<file path="src/rtl/apb3_requester_traffic_gen_pkg.sv">
// Shared types and pattern helpers for the APB3 requester traffic generator.
// Contents:
//   state_e       - sequencer states
//   phase_e       - sweep direction, write sweep first, then optional read-back
//   pattern_addr  - address of transfer idx
//   pattern_data  - data word of transfer idx for a given seed
// The pattern helpers work on 64-bit values and callers truncate the result
// to the bus width. Modular arithmetic keeps the low bits exact, so this is
// correct for any bus width up to 64 bits.
package apb3_requester_traffic_gen_pkg;

  localparam int unsigned PatW = 64;

  typedef enum logic [2:0] {
    ST_IDLE   = 3'd0,
    ST_SETUP  = 3'd1,
    ST_ACCESS = 3'd2,
    ST_GAP    = 3'd3,
    ST_DONE   = 3'd4
  } state_e;

  typedef enum logic {
    PH_WRITE = 1'b0,
    PH_READ  = 1'b1
  } phase_e;

  function automatic logic [PatW-1:0] pattern_addr(input logic [PatW-1:0] base,
                                                   input logic [PatW-1:0] stride,
                                                   input logic [PatW-1:0] idx);
    return base + idx * stride;
  endfunction

  // The increment is 0x01 in every byte lane of the data bus.
  function automatic logic [PatW-1:0] pattern_data(input logic [PatW-1:0] seed,
                                                   input logic [PatW-1:0] idx,
                                                   input int unsigned     n_bytes);
    logic [PatW-1:0] inc;
    inc = '0;
    for (int unsigned b = 0; b < PatW / 8; b++) begin
      if (b < n_bytes) begin
        inc[8*b +: 8] = 8'h01;
      end else begin
        inc[8*b +: 8] = 8'h00;
      end
    end
    return seed + idx * inc;
  endfunction

endpackage

</file>
<file path="src/rtl/apb3_requester_traffic_gen_if.sv">
// APB3 bus bundle between the traffic generator and a completer.
// master: drives paddr/psel/penable/pwrite/pwdata; samples prdata/pready/pslverr.
// slave : the mirror image, used by the completer or the testbench.
interface apb3_requester_traffic_gen_if #(
  parameter int unsigned AddressWidth = 32,
  parameter int unsigned DataWidth    = 32
);
  logic [AddressWidth-1:0] paddr;
  logic                    psel;
  logic                    penable;
  logic                    pwrite;
  logic [DataWidth-1:0]    pwdata;
  logic [DataWidth-1:0]    prdata;
  logic                    pready;
  logic                    pslverr;

  modport master (
    output paddr, psel, penable, pwrite, pwdata,
    input  prdata, pready, pslverr
  );

  modport slave (
    input  paddr, psel, penable, pwrite, pwdata,
    output prdata, pready, pslverr
  );
endinterface

</file>
<file path="src/rtl/apb3_requester_traffic_gen_cmp.sv">
// Completion bookkeeping for the traffic generator.
// Ports:
//   clk, rst            - clock and asynchronous active-high reset
//   clear_i             - zero both counters (start of a run)
//   xfer_done_i         - a transfer completes this cycle
//   phase_i             - direction of the completing transfer
//   pslverr_i, prdata_i - completer response
//   exp_data_i          - expected read data for the completing transfer
//   slverr_count_o      - saturating count of PSLVERR responses
//   mismatch_count_o    - saturating count of read-back compare failures
// An erroring read is counted as an error only and is never compared.
module apb3_requester_traffic_gen_cmp
  import apb3_requester_traffic_gen_pkg::*;
#(
  parameter int unsigned DataWidth = 32,
  parameter int unsigned SlvW      = 5,
  parameter int unsigned MisW      = 4
) (
  input  logic                 clk,
  input  logic                 rst,
  input  logic                 clear_i,
  input  logic                 xfer_done_i,
  input  phase_e               phase_i,
  input  logic                 pslverr_i,
  input  logic [DataWidth-1:0] prdata_i,
  input  logic [DataWidth-1:0] exp_data_i,
  output logic [SlvW-1:0]      slverr_count_o,
  output logic [MisW-1:0]      mismatch_count_o
);

  logic [SlvW-1:0] slv_q, slv_d;
  logic [MisW-1:0] mis_q, mis_d;

  // Next counter values: clear on start, otherwise saturating increments.
  always_comb begin
    slv_d = slv_q;
    mis_d = mis_q;
    if (clear_i) begin
      slv_d = '0;
      mis_d = '0;
    end else if (xfer_done_i) begin
      if (pslverr_i) begin
        if (slv_q != {SlvW{1'b1}}) begin
          slv_d = slv_q + SlvW'(1);
        end else begin
          slv_d = slv_q;
        end
      end else if ((phase_i == PH_READ) && (prdata_i != exp_data_i)) begin
        if (mis_q != {MisW{1'b1}}) begin
          mis_d = mis_q + MisW'(1);
        end else begin
          mis_d = mis_q;
        end
      end else begin
        mis_d = mis_q;
      end
    end else begin
      slv_d = slv_q;
      mis_d = mis_q;
    end
  end

  // Counter registers.
  always_ff @(posedge clk or posedge rst) begin
    if (rst) begin
      slv_q <= '0;
      mis_q <= '0;
    end else begin
      slv_q <= slv_d;
      mis_q <= mis_d;
    end
  end

  assign slverr_count_o   = slv_q;
  assign mismatch_count_o = mis_q;

endmodule

</file>
<file path="src/rtl/apb3_requester_traffic_gen.sv">
// APB3 requester traffic generator.
// A run writes a known pattern sweep and can then read the same pattern back
// and compare it. Runs use an optional idle gap between transfers and abort
// on a PREADY timeout.
// Ports:
//   clk, rst         - clock and asynchronous active-high reset
//   start_i          - run request pulse, accepted only in IDLE
//   gap_i            - idle cycles between transfers (latched at start)
//   readback_en_i    - add a read-back sweep (latched at start)
//   seed_i           - data pattern seed (latched at start)
//   apb              - APB3 master side
//   busy_o, done_o   - run in progress / one-cycle end-of-run pulse
//   timeout_o        - run aborted on PREADY timeout (held until next start)
//   slverr_count_o   - PSLVERR responses in this run
//   mismatch_count_o - read-back compare failures in this run
// All outputs are registers. Each output's next value is derived from the
// next state, so outputs change on the same edge as the state.
module apb3_requester_traffic_gen
  import apb3_requester_traffic_gen_pkg::*;
#(
  parameter int unsigned             AddressWidth  = 32,
  parameter int unsigned             DataWidth     = 32,
  parameter int unsigned             TransferCount = 8,
  parameter logic [AddressWidth-1:0] BaseAddress   = '0,
  parameter int unsigned             AddressStride = DataWidth / 8,
  parameter int unsigned             MaxGap        = 15,
  parameter int unsigned             TimeoutCycles = 64,
  localparam int unsigned            GapW = $clog2(MaxGap + 1),
  localparam int unsigned            SlvW = $clog2(2 * TransferCount + 1),
  localparam int unsigned            MisW = $clog2(TransferCount + 1)
) (
  input  logic                        clk,
  input  logic                        rst,
  input  logic                        start_i,
  input  logic [GapW-1:0]             gap_i,
  input  logic                        readback_en_i,
  input  logic [DataWidth-1:0]        seed_i,
  apb3_requester_traffic_gen_if.master apb,
  output logic                        busy_o,
  output logic                        done_o,
  output logic                        timeout_o,
  output logic [SlvW-1:0]             slverr_count_o,
  output logic [MisW-1:0]             mismatch_count_o
);

  localparam int unsigned IdxW = (TransferCount > 1) ? $clog2(TransferCount) : 1;
  localparam int unsigned TmoW = $clog2(TimeoutCycles + 1);

  state_e                  state_q, state_d;
  phase_e                  phase_q, phase_d;
  logic [IdxW-1:0]         idx_q, idx_d;
  logic [GapW-1:0]         gap_q, gap_d, gap_cnt_q, gap_cnt_d;
  logic                    rb_q, rb_d;
  logic [DataWidth-1:0]    seed_q, seed_d;
  logic [TmoW-1:0]         tmo_q, tmo_d;
  logic                    timeout_q, timeout_d;
  logic [AddressWidth-1:0] paddr_q, paddr_d;
  logic                    psel_q, psel_d, penable_q, penable_d, pwrite_q, pwrite_d;
  logic [DataWidth-1:0]    pwdata_q, pwdata_d;
  logic                    busy_q, busy_d, done_q, done_d;
  logic                    clear_s, xfer_done_s;
  logic [DataWidth-1:0]    exp_data_s;

  // State and datapath registers.
  always_ff @(posedge clk or posedge rst) begin
    if (rst) begin
      state_q   <= ST_IDLE;
      phase_q   <= PH_WRITE;
      idx_q     <= '0;
      gap_q     <= '0;
      gap_cnt_q <= '0;
      rb_q      <= 1'b0;
      seed_q    <= '0;
      tmo_q     <= '0;
      timeout_q <= 1'b0;
      paddr_q   <= '0;
      psel_q    <= 1'b0;
      penable_q <= 1'b0;
      pwrite_q  <= 1'b0;
      pwdata_q  <= '0;
      busy_q    <= 1'b0;
      done_q    <= 1'b0;
    end else begin
      state_q   <= state_d;
      phase_q   <= phase_d;
      idx_q     <= idx_d;
      gap_q     <= gap_d;
      gap_cnt_q <= gap_cnt_d;
      rb_q      <= rb_d;
      seed_q    <= seed_d;
      tmo_q     <= tmo_d;
      timeout_q <= timeout_d;
      paddr_q   <= paddr_d;
      psel_q    <= psel_d;
      penable_q <= penable_d;
      pwrite_q  <= pwrite_d;
      pwdata_q  <= pwdata_d;
      busy_q    <= busy_d;
      done_q    <= done_d;
    end
  end

  // Next-state logic: sweep sequencing, gap countdown and PREADY timeout.
  always_comb begin
    state_d     = state_q;
    phase_d     = phase_q;
    idx_d       = idx_q;
    gap_d       = gap_q;
    gap_cnt_d   = gap_cnt_q;
    rb_d        = rb_q;
    seed_d      = seed_q;
    tmo_d       = tmo_q;
    timeout_d   = timeout_q;
    clear_s     = 1'b0;
    xfer_done_s = 1'b0;
    case (state_q)
      ST_IDLE: begin
        if (start_i) begin
          gap_d     = gap_i;
          rb_d      = readback_en_i;
          seed_d    = seed_i;
          timeout_d = 1'b0;
          clear_s   = 1'b1;
          phase_d   = PH_WRITE;
          idx_d     = '0;
          state_d   = ST_SETUP;
        end else begin
          state_d = ST_IDLE;
        end
      end
      ST_SETUP: begin
        tmo_d   = '0;
        state_d = ST_ACCESS;
      end
      ST_ACCESS: begin
        if (apb.pready) begin
          xfer_done_s = 1'b1;
          if ((idx_q == IdxW'(TransferCount - 1)) &&
              !((phase_q == PH_WRITE) && rb_q)) begin
            state_d = ST_DONE;
          end else begin
            if (idx_q == IdxW'(TransferCount - 1)) begin
              phase_d = PH_READ;
              idx_d   = '0;
            end else begin
              idx_d = idx_q + IdxW'(1);
            end
            // A zero gap keeps psel high straight into the next SETUP.
            if (gap_q == '0) begin
              state_d = ST_SETUP;
            end else begin
              gap_cnt_d = gap_q - GapW'(1);
              state_d   = ST_GAP;
            end
          end
        end else if (tmo_q == TmoW'(TimeoutCycles - 1)) begin
          timeout_d = 1'b1;
          state_d   = ST_DONE;
        end else begin
          tmo_d = tmo_q + TmoW'(1);
        end
      end
      ST_GAP: begin
        if (gap_cnt_q == '0) begin
          state_d = ST_SETUP;
        end else begin
          gap_cnt_d = gap_cnt_q - GapW'(1);
        end
      end
      ST_DONE: begin
        state_d = ST_IDLE;
      end
      default: begin
        state_d = ST_IDLE;
      end
    endcase
  end

  // Output logic: bus and status values for the state being entered.
  always_comb begin
    psel_d    = 1'b0;
    penable_d = 1'b0;
    paddr_d   = paddr_q;
    pwrite_d  = pwrite_q;
    pwdata_d  = pwdata_q;
    busy_d    = 1'b0;
    done_d    = 1'b0;
    case (state_d)
      ST_SETUP: begin
        psel_d   = 1'b1;
        busy_d   = 1'b1;
        paddr_d  = AddressWidth'(pattern_addr(PatW'(BaseAddress), PatW'(AddressStride),
                                              PatW'(idx_d)));
        pwrite_d = (phase_d == PH_WRITE);
        if (phase_d == PH_WRITE) begin
          pwdata_d = DataWidth'(pattern_data(PatW'(seed_d), PatW'(idx_d), DataWidth / 8));
        end else begin
          pwdata_d = '0;
        end
      end
      ST_ACCESS: begin
        psel_d    = 1'b1;
        penable_d = 1'b1;
        busy_d    = 1'b1;
      end
      ST_GAP: begin
        busy_d = 1'b1;
      end
      ST_DONE: begin
        done_d = 1'b1;
      end
      ST_IDLE: begin
        done_d = 1'b0;
      end
      default: begin
        done_d = 1'b0;
      end
    endcase
  end

  assign exp_data_s = DataWidth'(pattern_data(PatW'(seed_q), PatW'(idx_q), DataWidth / 8));

  apb3_requester_traffic_gen_cmp #(
    .DataWidth (DataWidth),
    .SlvW      (SlvW),
    .MisW      (MisW)
  ) u_cmp (
    .clk              (clk),
    .rst              (rst),
    .clear_i          (clear_s),
    .xfer_done_i      (xfer_done_s),
    .phase_i          (phase_q),
    .pslverr_i        (apb.pslverr),
    .prdata_i         (apb.prdata),
    .exp_data_i       (exp_data_s),
    .slverr_count_o   (slverr_count_o),
    .mismatch_count_o (mismatch_count_o)
  );

  assign apb.paddr   = paddr_q;
  assign apb.psel    = psel_q;
  assign apb.penable = penable_q;
  assign apb.pwrite  = pwrite_q;
  assign apb.pwdata  = pwdata_q;
  assign busy_o      = busy_q;
  assign done_o      = done_q;
  assign timeout_o   = timeout_q;

endmodule

</file>
<file path="src/flat_wrapper.sv">
// flat-port wrapper written by rule: the top's interface ports become plain ports
module apb3_requester_traffic_gen_flat import apb3_requester_traffic_gen_pkg::*;
#(
  parameter int unsigned             AddressWidth  = 32,
  parameter int unsigned             DataWidth     = 32,
  parameter int unsigned             TransferCount = 8,
  parameter logic [AddressWidth-1:0] BaseAddress   = '0,
  parameter int unsigned             AddressStride = DataWidth / 8,
  parameter int unsigned             MaxGap        = 15,
  parameter int unsigned             TimeoutCycles = 64,
  localparam int unsigned            GapW = $clog2(MaxGap + 1),
  localparam int unsigned            SlvW = $clog2(2 * TransferCount + 1),
  localparam int unsigned            MisW = $clog2(TransferCount + 1)
)
  (clk, rst, start_i, gap_i, readback_en_i, seed_i, busy_o, done_o, timeout_o, slverr_count_o, mismatch_count_o, apb_paddr, apb_psel, apb_penable, apb_pwrite, apb_pwdata, apb_prdata, apb_pready, apb_pslverr);
  apb3_requester_traffic_gen_if #(.AddressWidth(AddressWidth), .DataWidth(DataWidth)) apb_i ();
  input  logic clk;
  input  logic rst;
  input  logic start_i;
  input  logic [GapW-1:0] gap_i;
  input  logic readback_en_i;
  input  logic [DataWidth-1:0] seed_i;
  output logic busy_o;
  output logic done_o;
  output logic timeout_o;
  output logic [SlvW-1:0] slverr_count_o;
  output logic [MisW-1:0] mismatch_count_o;
  output wire logic [$bits(apb_i.paddr)-1:0] apb_paddr;
  output wire logic [$bits(apb_i.psel)-1:0] apb_psel;
  output wire logic [$bits(apb_i.penable)-1:0] apb_penable;
  output wire logic [$bits(apb_i.pwrite)-1:0] apb_pwrite;
  output wire logic [$bits(apb_i.pwdata)-1:0] apb_pwdata;
  input wire logic [$bits(apb_i.prdata)-1:0] apb_prdata;
  input wire logic [$bits(apb_i.pready)-1:0] apb_pready;
  input wire logic [$bits(apb_i.pslverr)-1:0] apb_pslverr;
  assign apb_paddr = apb_i.paddr;
  assign apb_psel = apb_i.psel;
  assign apb_penable = apb_i.penable;
  assign apb_pwrite = apb_i.pwrite;
  assign apb_pwdata = apb_i.pwdata;
  assign apb_i.prdata = apb_prdata;
  assign apb_i.pready = apb_pready;
  assign apb_i.pslverr = apb_pslverr;
  apb3_requester_traffic_gen #(.AddressWidth(AddressWidth), .DataWidth(DataWidth), .TransferCount(TransferCount), .BaseAddress(BaseAddress), .AddressStride(AddressStride), .MaxGap(MaxGap), .TimeoutCycles(TimeoutCycles)) u_core (.clk(clk), .rst(rst), .start_i(start_i), .gap_i(gap_i), .readback_en_i(readback_en_i), .seed_i(seed_i), .apb(apb_i), .busy_o(busy_o), .done_o(done_o), .timeout_o(timeout_o), .slverr_count_o(slverr_count_o), .mismatch_count_o(mismatch_count_o));
endmodule
</file>
<file path="config.mk">
export PLATFORM = sky130hd
export DESIGN_NAME = apb3_requester_traffic_gen_flat
export DESIGN_NICKNAME = d
export VERILOG_FILES = /design/src/rtl/apb3_requester_traffic_gen_pkg.sv /design/src/rtl/apb3_requester_traffic_gen_if.sv /design/src/rtl/apb3_requester_traffic_gen_cmp.sv /design/src/rtl/apb3_requester_traffic_gen.sv /design/src/flat_wrapper.sv
export SDC_FILE = /design/constraint.sdc
export NUM_CORES = 1
export LEC_CHECK = 0
export CAP_MARGIN = 40
export CORE_MARGIN = 2
export CORE_UTILIZATION = 53
export CTS_BUF_LIST = sky130_fd_sc_hd__clkbuf_2
export CTS_CLUSTER_SIZE = 14
export DETAILED_ROUTE_END_ITERATION = 16
export PLACE_DENSITY = 0.92
export SLEW_MARGIN = 5
export SYNTH_ARGS = -nofsm -noshare
export SYNTH_HDL_FRONTEND = slang
export SYNTH_SLANG_ARGS = --single-unit
</file>
<file path="constraint.sdc">
create_clock -name clk -period 6.3 [get_ports clk]
set_clock_uncertainty 0.2 [all_clocks]
set_input_delay 1.26 -clock clk [delete_from_list [all_inputs] [get_ports clk]]
set_output_delay 1.26 -clock clk [all_outputs]
set_load 0.01 [all_outputs]
</file>
==> results.sh, run 1 <==
export IMPL_clock_network_fraction_of_total_power_pct=7.1
export IMPL_layout_commonest_cell="nand2_1"
export IMPL_grt_first_pass_wirelength_um=32400
export IMPL_worst_ep_required_time_ns=6.66
export IMPL_power_density_nw_per_um2=464
export IMPL_chipHeight_um=121
export IMPL_fin_setup_tns_ns=0
export IMPL_slew_headroom_pct=40.3
export IMPL_die_area_sq_um=14700
export IMPL_slew_worst_pin_ns=0.888
export IMPL_globalplace_congestion=1.01
export IMPL_p_comb_share_pct=61.3
export IMPL_grt_start_max_net_pins=57
export IMPL_io_buffers=123
export IMPL_leakagePower_nw=3.92
export IMPL_final_hold_viol_count=0
export IMPL_core_area_sq_um=13300
export IMPL_netSwitchingFraction_pct=48.9
export IMPL_remaining_drcs=0
export IMPL_yosysSeqAreaShare_pct=36.1
export IMPL_synth_lib_cells_used_distinct=72
export IMPL_cp_end_kind="register"
export IMPL_clock_insertion_delay_worst_skew_ns=0.66
export IMPL_initial_utilization_pct=54.6
export IMPL_outcome="finished, final reports clean"
export IMPL_yosysWarnings=0
export IMPL_cts_root_buffer="clkbuf_2"
export IMPL_slew_violations=0
export IMPL_first_global_vias=6375
export IMPL_ys_async_sr_fraction_pct=100
export IMPL_max_vdd_ir_drop_uv=271
export IMPL_cts_path_max_buffers=2
export IMPL_rsz0062_at_grt="no"
export IMPL_finalWorstPathRequiredPeriod_ns=5.09
export IMPL_grt_use_total_pct=28.3
export IMPL_grt_met1_use_pct=40.1
export IMPL_gr_usage_met2_pct=43.3
export IMPL_htree_levels=3
export IMPL_routed_wl_um=20500
export IMPL_synth_adder_area_share_pct=7.93
export IMPL_crit_fanout=6
export IMPL_clock_sinks=105
export IMPL_initial_antenna_violation_count=1
export IMPL_cts_inserted_buffers=9
export IMPL_share_seq_of_total_power_pct=31.6
export IMPL_post_synth_instance_area_sq_um=7290
export IMPL_placement_cell_area_sq_um=8620
export IMPL_drtAntennaViolNets=0
export IMPL_top_library_cells_by_usage_in_the_layout_fill_and_taps_aside="nand2_1 (152), clkdlybuf4s50_1 (123), dfrtp_1 (105)"
export IMPL_final_net_count=1056
export IMPL_cp_start_kind="primary input"
export IMPL_setup_viol_count_final=0
export IMPL_crit_type="in2reg"
export IMPL_cp_data_arrival_time_ns=5.45
export IMPL_die_x_um=121
export IMPL_overflow=0
export IMPL_synth_seq_cells=105
export IMPL_hold_path_class="reg2reg"
export IMPL_synthMuxAreaShare_pct=3.38
export IMPL_dominantRegCellSynth="dfrtp_1"
export IMPL_postCtsHoldBufs=0
export IMPL_num_io_pins=153
export IMPL_max_cap_violations=0
export IMPL_syn_inst=824
export IMPL_synth_compound_area_share_pct=15.8
export IMPL_firstDrtPassIters=6
export IMPL_intPower_w=0.00207
export IMPL_grt_busiest_layer="met2"
export IMPL_share_of_layout_cells_above_drive_strength_1_pct=5.31
export IMPL_synth_top_family_by_area="simple AND/OR/NAND/NOR gates"
export IMPL_syn2layout_area_growth_pct=19.5
export IMPL_detailedRoute_firstIterationViolations=720
export IMPL_dr_wl_cell_um=18.3
export IMPL_grt_use_met3_pct=4.28
export IMPL_post_synthesis_xor_xnor_area_fraction_pct=8.29
export IMPL_timing_fmax_ghz=0.196
export IMPL_area_fraction_in_and_or_nand_and_nor_cells_after_synthesis_pct=22.2
export IMPL_cts_reportedPaths_clkPinSlew_ns=0.26
export IMPL_post_layout_instance_area_sq_um=8710
export IMPL_place_detailed_hpwl_um=15800
export IMPL_via_count=6705
export IMPL_detail_route_vias_per_cell=6.00
export IMPL_synth_area_per_cell_sq_um=8.84
export IMPL_post_cts_resize_count=0
export IMPL_cts_tree="yes"
export IMPL_synth_edf_count=0
export IMPL_layout_worst_path_cycle_share_pct=80.9
export IMPL_postCtsSetupBuffers=0
export IMPL_rows=42
export IMPL_p_sw_w=0.00197
==> layout make-up <==
type	count	area, sq um
Multi-Input combinational cell	656	4310
Antenna cell	1	2.50
Tap cell	176	220
Clock buffer	9	45.0
Timing Repair Buffer	135	1340
Clock inverter	6	43.8
Sequential cell	105	2630
Fill cell	1039	4640
Inverter	30	115
==> power groups by stage <==
stage	combinational [W]	sequential (W)	clock, W
CTS	0.00244	0.00126	0.000287
floorplan	0.00170	0.00118	0
global route	0.00271	0.00131	0.000309
finish	0.00248	0.00128	0.000286
detailed placement	0.00242	0.00127	0
global placement	0.00233	0.00126	0
==> final timing paths <==
check / to / slack [ns] / start / cells past startpoint
setup reg to reg: u_core.apb.pwdata[31]$_DFFE_PP0P_ / 1.25 / u_core.idx_q[1]$_DFF_PP0_ / 20
hold reg to reg: u_core.apb.pwrite$_DFFE_PP0P_ / 0.31 / u_core.apb.pwrite$_DFFE_PP0P_ / 1
hold / removal: u_core.apb.pwrite$_DFFE_PP0P_ / 0.31 / u_core.apb.pwrite$_DFFE_PP0P_ / 1
max in group asynchronous: u_core.seed_q[17]$_DFF_PP0_ / 4.15 / rst / 4
min in group asynchronous: u_core.timeout_o$_DFFE_PP0P_ / 0.64 / rst / 2
setup / recovery: u_core.apb.pwdata[31]$_DFFE_PP0P_ / 1.21 / apb_pready / 16
==> cells by family (layout without fill, tap and decap cells) <==
logic type                 count (synthesis)  after routing
AOI/OAI and AO/OA                        160            160
and+or+nand+nor                          329            329
DFF                                      105            105
buffers and inverters                     91            180
adders and majority gates                 45             45
muxes                                     24             24
other                                      1             30
xor gates and xnor gates                  69             69
==> per-stage QoR <==
step           total power [W]  setup slack [ns]  util, %  hold slack, ns  std cells
2_1_floorplan          0.00288              1.13        -           0.257        852
3_3_place_gp           0.00359             0.923     64.2           0.260       1099
3_5_place_dp           0.00369             0.592     64.5           0.265       1102
4_1_cts                0.00398              1.28     65.2           0.319       1117
5_1_grt                0.00433             0.807     65.2           0.343       1118
6_report               0.00404              1.21     65.2           0.314       1118
==> cells in the mapped netlist, types with 8 or more instances <==
library cell | count | area, sq um
nor3_1 | 12 | 60.1
o21ai_0 | 24 | 120
ha_1 | 43 | 538
nor2_1 | 36 | 135
clkbuf_1 | 24 | 90.1
nor2b_1 | 8 | 50.1
o31ai_1 | 22 | 165
a211oi_1 | 9 | 67.6
dfrtp_1 | 105 | 2630
mux2i_1 | 19 | 190
xor2_1 | 28 | 245
xnor2_1 | 41 | 359
nand2b_1 | 11 | 68.8
and2_1 | 10 | 62.6
nand2_1 | 153 | 574
a22o_1 | 14 | 123
buf_4 | 29 | 218
nand4_1 | 16 | 100
inv_1 | 30 | 113
a21oi_1 | 33 | 165
nand3_1 | 37 | 185
==> metal layers <==
layer	wire length [um]	up-vias	part of all wire, %
met1	8790	3166	43
met5	0	-	0
met2	9190	384	45
met3	1750	58	8.6
li1	-	3097	-
met4	768	0	3.7
==> critical path, stage by stage <==
cell	delay (ns)
clkdlybuf4s50_1	0.58
nand2_1	0.21
o31ai_1	0.77
ha_1	0.31
ha_1	0.18
inv_1	0.06
fa_1	0.40
inv_1	0.07
a21oi_1	0.07
nor2b_1	0.30
a311oi_1	0.22
o21a_1	0.28
o21ai_0	0.25
nand3_1	0.14
xor2_1	0.16
o31ai_1	0.18
==> sequential cells by signal, indices dropped and copies added, names as in the netlist, 3 cells and up <==
| register | count |
|---|---|
| u_core.apb.paddr | 3 |
| u_core.apb.pwdata | 32 |
| u_core.gap_cnt_q | 4 |
| u_core.gap_q | 4 |
| u_core.idx_q | 3 |
| u_core.seed_q | 32 |
| u_core.state_q | 3 |
| u_core.tmo_q | 7 |
| u_core.u_cmp.mismatch_count_o | 4 |
| u_core.u_cmp.slverr_count_o | 5 |
(Power assumes the default switching activity.)
==> inputs of run 2 (changes only) <==
CORE_UTILIZATION = 48   (was 53)
PLACE_DENSITY = 0.88   (was 0.92)
clock period = 4.1 ns   (was 6.3 ns; I/O delays follow)
==> results.sh, run 2 (synthesized netlist as in run 1, its figures left out) <==
export IMPL_outcome="finished, final reports clean"
export IMPL_timing_hold_ws_ns=0.318
export IMPL_layout_setup_ws_ns=0.144
export IMPL_setup_viol_count_final=0
export IMPL_htree_levels=3
export IMPL_cts_reportedPaths_clkPinSlew_ns=0.28
export IMPL_post_layout_instance_area_sq_um=9240
export IMPL_dr_wl_cell_um=17.8
export IMPL_worst_ep_required_time_ns=4.44
export IMPL_p_sw_w=0.00310
export IMPL_overflow=0
export IMPL_slew_violations=0
export IMPL_rows=45
export IMPL_slew_worst_pin_ns=0.808
export IMPL_final_net_count=1111
export IMPL_place_detailed_hpwl_um=16600
export IMPL_netSwitchingFraction_pct=46.4
export IMPL_pre_cts_setup_slack_ns=-0.572
export IMPL_share_of_layout_cells_above_drive_strength_1_pct=12.2
export IMPL_slew_headroom_pct=45.4
export IMPL_cts_root_buffer="clkbuf_2"
export IMPL_initial_antenna_violation_count=1
export IMPL_detail_route_vias_per_cell=5.86
export IMPL_max_cap_violations=0
export IMPL_crit_fanout=6
export IMPL_cts_path_max_buffers=2
export IMPL_clock_insertion_delay_worst_skew_ns=0.60
export IMPL_power_density_nw_per_um2=724
export IMPL_drtAntennaViolNets=0
export IMPL_cts_inserted_buffers=9
export IMPL_layout_commonest_cell="nand2_1"
export IMPL_first_global_vias=6739
export IMPL_syn2layout_area_growth_pct=26.8
export IMPL_finalWorstPathRequiredPeriod_ns=3.96
export IMPL_firstDrtPassIters=7
export IMPL_cp_start_kind="primary input"
export IMPL_core_area_sq_um=15000
export IMPL_die_area_sq_um=16200
export IMPL_crit_type="in2reg"
export IMPL_leakagePower_nw=4.21
export IMPL_final_hold_viol_count=0
export IMPL_hold_path_class="reg2reg"
export IMPL_fill_cells=1199
export IMPL_io_buffers=123
export IMPL_clock_sinks=105
export IMPL_cts_tree="yes"
export IMPL_timing_hold_worst_path_depth=2
export IMPL_chipHeight_um=127
export IMPL_reg2regPathDepth=12
export IMPL_num_io_pins=153
export IMPL_routed_wl_um=21100
export IMPL_grt_use_total_pct=25.9
export IMPL_placement_cell_area_sq_um=9050
export IMPL_layout_worst_path_cycle_share_pct=96.5
export IMPL_clock_network_fraction_of_total_power_pct=8.1
export IMPL_grt_first_pass_wirelength_um=33400
export IMPL_via_count=6944
export IMPL_timing_fmax_ghz=0.253
export IMPL_postCtsHoldBufs=0
export IMPL_globalplace_congestion=0.981
export IMPL_share_seq_of_total_power_pct=28.6
export IMPL_top_library_cells_by_usage_in_the_layout_fill_and_taps_aside="nand2_1 (152), clkdlybuf4s50_1 (123), dfrtp_1 (103)"
export IMPL_rsz0062_at_grt="yes"
export IMPL_max_vdd_ir_drop_uv=315
export IMPL_remaining_drcs=0
export IMPL_initial_utilization_pct=48.5
export IMPL_detailedRoute_firstIterationViolations=640
export IMPL_grt_start_max_net_pins=57
export IMPL_die_x_um=127
export IMPL_cp_data_arrival_time_ns=4.29
export IMPL_cp_end_kind="register"
export IMPL_p_comb_share_pct=63.4
export IMPL_intPower_w=0.00358
run 2: changes by cell type in the layout (fill, tap and decap cells not counted), sizes merged:
cell	delta
buf	+55
bufinv	+2
inv	-2
clkbuf	+1
clkinv	-1
run 2: timing repair:
item | 4_1_cts | 5_1_grt
hold endpoints to repair | 0 | 0
resized for setup | 0 | 12
setup endpoints to repair | 0 | 19
setup buffers | 0 | 2
run 2: per-stage QoR:
step	total power (W)	cells	TNS, ns	util, %
3_3_place_gp	0.00588	1166	-6.75	60.2
2_1_floorplan	0.00447	852	-1.30	-
5_1_grt	0.00718	1185	-0.0250	61.4
3_5_place_dp	0.00604	1167	-8.98	60.2
4_1_cts	0.00660	1182	0	61.1
6_report	0.00669	1185	0	61.4
run 2: area by class of cell:
type | count | area [sq um] | share of cell area (%)
Clock inverter | 5 | 81.3 | 0.881
Antenna cell | 1 | 2.50 | 0.0271
Sequential cell | 105 | 2630 | 28.5
Multi-Input combinational cell | 656 | 4380 | 47.4
Tap cell | 188 | 235 | 2.55
Timing Repair Buffer | 190 | 1750 | 18.9
Clock buffer | 10 | 50.0 | 0.542
Inverter | 30 | 115 | 1.25
run 2: per-layer routing:
| metal | up-vias | GRT usage, % | routed length, um | share of wire [%] |
|---|---|---|---|---|
| met5 | - | 0 | 0 | 0 |
| met3 | 67 | 3.98 | 1640 | 7.7 |
| met1 | 3332 | 35.5 | 9020 | 43 |
| met4 | 0 | 10.5 | 722 | 3.4 |
| li1 | 3207 | - | - | - |
| met2 | 338 | 41.4 | 9770 | 46 |
run 2: power groups by stage:
stage	Clock, W	Sequential, W	Combinational [W]
final	0.000539	0.00191	0.00424
after global routing	0.000587	0.00196	0.00464
after CTS	0.000543	0.00189	0.00416
after detailed placement	0	0.00190	0.00413
after global placement	0	0.00190	0.00399
after floorplan	0	0.00181	0.00266
run 2: worst max-delay path, stage by stage:
cell and delay, ns:
clkdlybuf4s50_1 0.48, or4b_4 0.52, buf_4 0.17, nand2_1 0.06, nand2_1 0.08, ha_1 0.30, ha_1 0.28, a21o_1 0.10
a21o_1 0.13, nand4b_1 0.14, a211o_1 0.37, o21a_1 0.23, o21ai_2 0.17, nand2_1 0.09, xor2_1 0.15, o31ai_1 0.21
run 2: worst paths after layout:
path | startpoint | endpoint | slack, ns
worst min-delay path | u_core.apb.pwdata[0]$_DFFE_PP0P_ | u_core.apb.pwdata[0]$_DFFE_PP0P_ | 0.32
max in group asynchronous | rst | u_core.state_q[2]$_DFF_PP0_ | 2.62
worst min register to register | u_core.apb.pwdata[0]$_DFFE_PP0P_ | u_core.apb.pwdata[0]$_DFFE_PP0P_ | 0.32
min in group asynchronous | rst | u_core.u_cmp.slverr_count_o[2]$_DFFE_PP0P_ | 0.39
worst max-delay path | start_i | u_core.apb.pwdata[30]$_DFFE_PP0P_ | 0.14
worst max register to register | u_core.idx_q[1]$_DFF_PP0_ | u_core.u_cmp.mismatch_count_o[0]$_DFFE_PP0P_ | 0.21
==> inputs of run 3 (changes only) <==
ABC_AREA = 1   (was default)
CORE_UTILIZATION = 49   (was 48)
REMOVE_ABC_BUFFERS = 1   (was default)
==> results.sh, run 3 <==
export IMPL_outcome="finished, final reports clean"
export IMPL_synth_seq_cells=105
export IMPL_synth_top_cell_area_share_pct=32.7
export IMPL_cts_inserted_buffers=9
export IMPL_detailedRoute_firstIterationViolations=693
export IMPL_rows=46
export IMPL_fill_cells=1482
export IMPL_max_vdd_ir_drop_uv=379
export IMPL_crit_fanout=3
export IMPL_num_io_pins=153
export IMPL_grt_start_max_net_pins=66
export IMPL_drtAntennaViolNets=0
export IMPL_crit_type="reg2reg"
export IMPL_cp_data_arrival_time_ns=4.25
export IMPL_synth_lib_cells_used_distinct=54
export IMPL_place_detailed_hpwl_um=19100
export IMPL_post_synth_instance_area_sq_um=8040
export IMPL_dominantRegCellSynth="dfrtp_1"
export IMPL_layout_worst_path_cycle_share_pct=94.6
export IMPL_syn2layout_area_growth_pct=22.8
export IMPL_post_synth_top_count_cell="nand2_1"
export IMPL_setup_viol_count_final=0
export IMPL_htree_levels=3
export IMPL_dr_wl_cell_um=15.3
export IMPL_leakagePower_nw=5.15
export IMPL_die_area_sq_um=17400
export IMPL_rsz0062_at_grt="no"
export IMPL_yosys_area_top_type="dfrtp_1"
export IMPL_setup_worst_path_start="u_core.idx_q[1]$_DFF_PP0_"
export IMPL_fin_cells=1562
export IMPL_slew_violations=0
export IMPL_max_cap_violations=0
export IMPL_top_library_cells_by_usage_in_the_layout_fill_and_taps_aside="nand2_1 (376), inv_1 (149), clkdlybuf4s50_1 (123)"
export IMPL_worstHoldStart="u_core.apb.pwdata[17]$_DFFE_PP0P_"
export IMPL_yosysWarnings=0
export IMPL_io_buffers=123
export IMPL_grt_first_pass_wirelength_um=38800
export IMPL_fin_setup_tns_ns=0
export IMPL_overflow=0
export IMPL_worst_ep_required_time_ns=4.47
export IMPL_slew_headroom_pct=45.1
export IMPL_p_comb_share_pct=66.8
export IMPL_clock_network_fraction_of_total_power_pct=7.4
export IMPL_grt_use_total_pct=27.6
export IMPL_core_area_sq_um=15900
export IMPL_routed_wl_um=24000
export IMPL_initial_antenna_violation_count=1
export IMPL_via_count=8223
export IMPL_globalplace_congestion=0.923
export IMPL_first_global_vias=7928
export IMPL_intPower_w=0.00347
export IMPL_power_density_nw_per_um2=724
export IMPL_timing_fmax_ghz=0.258
export IMPL_syn_inst=1167
export IMPL_numPlacedInstances=1543
export IMPL_synth_edf_count=0
export IMPL_remaining_drcs=0
export IMPL_ys_top_cells_by_count="nand2_1 (376), inv_1 (150), dfrtp_1 (105), nor2_1 (91), nand3_1 (76)"
export IMPL_crit_reg2reg_launch="u_core.idx_q[1]$_DFF_PP0_"
export IMPL_share_of_layout_cells_above_drive_strength_1_pct=10.6
export IMPL_share_seq_of_total_power_pct=25.8
export IMPL_cts_tree="yes"
export IMPL_p_sw_w=0.00369
export IMPL_ys_async_sr_fraction_pct=100
export IMPL_die_x_um=132
export IMPL_cp_end_kind="register"
export IMPL_chipHeight_um=132
export IMPL_initial_utilization_pct=50.4
export IMPL_final_hold_viol_count=0
export IMPL_netSwitchingFraction_pct=51.5
export IMPL_firstDrtPassIters=7
export IMPL_finalWorstPathRequiredPeriod_ns=3.88
export IMPL_ys_top_cells_by_area="dfrtp_1 (33%), nand2_1 (18%), inv_1 (7.0%)"
export IMPL_layout_commonest_cell="nand2_1"
export IMPL_yosysSeqAreaShare_pct=32.7
export IMPL_final_net_count=1459
export IMPL_cp_start_kind="register"
export IMPL_cts_path_max_buffers=2
export IMPL_slew_worst_pin_ns=0.824
export IMPL_cts_reportedPaths_clkPinSlew_ns=0.33
export IMPL_synth_area_per_cell_sq_um=6.89
export IMPL_power_w=0.00715
export IMPL_clock_sinks=105
export IMPL_detail_route_vias_per_cell=5.26
export IMPL_clock_insertion_delay_worst_skew_ns=0.69
export IMPL_hold_path_class="reg2reg"
export IMPL_cts_root_buffer="clkbuf_2"
## run 3: cell count changes after synthesis, moves of 19 or more
cell,change
nand3_1,+39
nand2_1,+223
o21ai_1,+30
xnor2_1,-28
nor2_1,+55
inv_1,+120
clkbuf_1,-19
## run 3: metal layers
layer	share of wire (%)	track usage [%]	vias up
li1	-	-	4022
met1	43	36.5	3836
met2	48	47.1	318
met4	3.2	10.2	0
met5	0	0	-
met3	6.4	2.50	47
## run 3: cells by family (layout without fill, tap and decap cells)
family                   Yosys count  count (layout)  synth area share, %
AND/OR/NAND/NOR                  628             628                 33.6
other                              1              30               0.0466
adder cells (fa/ha/maj)           45              45                 7.19
AO/OA/AOI/OAI                    144             144                 11.1
flip-flops                       105             105                 32.7
multiplexers                       3               3                0.373
buffers and inverters            212             362                 11.9
XOR/XNOR                          29              29                 3.16
## run 3: area by class of cell
class | instances | area [sq um] | share of cell area, %
timing repair buffer | 178 | 1640 | 16.6
clock inverter | 7 | 78.8 | 0.798
sequential | 105 | 2630 | 26.6
antenna | 1 | 2.50 | 0.0253
inverter | 168 | 633 | 6.41
multi-input combinational | 878 | 4570 | 46.3
tap | 216 | 270 | 2.74
clock buffer | 9 | 45.0 | 0.456
## run 3: final timing paths
kind,end,slack [ns],depth (start not counted)
worst max-delay path,u_core.apb.pwdata[30]$_DFFE_PP0P_,0.22,24
worst min-delay path,u_core.apb.pwdata[17]$_DFFE_PP0P_,0.33,2
worst max register to register,u_core.apb.pwdata[30]$_DFFE_PP0P_,0.22,24
worst min register to register,u_core.apb.pwdata[17]$_DFFE_PP0P_,0.33,2
max in group asynchronous,u_core.apb.pwdata[7]$_DFFE_PP0P_,2.35,3
min in group asynchronous,u_core.tmo_q[0]$_DFFE_PP0P_,0.38,2
## run 3: critical path: stages, from the launching register on
cell and delay (ns):
dfrtp_1 0.43, ha_1 0.15, ha_1 0.20, inv_1 0.08
a21oi_2 0.15, nor2_2 0.08, buf_4 0.14, a22o_1 0.25
ha_1 0.31, buf_4 0.14, ha_1 0.27, nand3_1 0.07
and2_0 0.18, inv_1 0.08, nand2_1 0.07, nor2_1 0.14
nand2_1 0.11, o21ai_2 0.16, inv_2 0.05, nor2_2 0.15
nand3_1 0.09, nand2_1 0.08, a21oi_1 0.06, o21ai_0 0.07
nand2_1 0.06
## run 3: timing repair
action / 4_1_cts / 5_1_grt
buffers inserted: 0 / 2
resized for setup: 0 / 4
endpoints found under the setup margin: 0 / 12
hold buffers: 0 / 0
## run 3: power groups by stage
stage | logic [W] | clock network [W] | registers, W
floorplan | 0.00292 | 0 | 0.00184
global placement | 0.00456 | 0 | 0.00185
detailed placement | 0.00469 | 0 | 0.00185
CTS | 0.00473 | 0.000533 | 0.00183
global route | 0.00532 | 0.000577 | 0.00189
finish | 0.00478 | 0.000526 | 0.00185
## run 3: per-stage QoR
step | hold WS, ns | setup WS [ns] | cell area (sq um) | utilization (%)
after floorplan | 0.257 | -0.515 | 7820 | -
after CTS | 0.328 | 0.117 | 9850 | 61.8
after global placement | 0.267 | -0.252 | 9720 | 61.0
after detailed placement | 0.270 | -0.338 | 9720 | 61.0
final | 0.326 | 0.223 | 9870 | 61.9
after global routing | 0.363 | 0.000502 | 9870 | 61.9
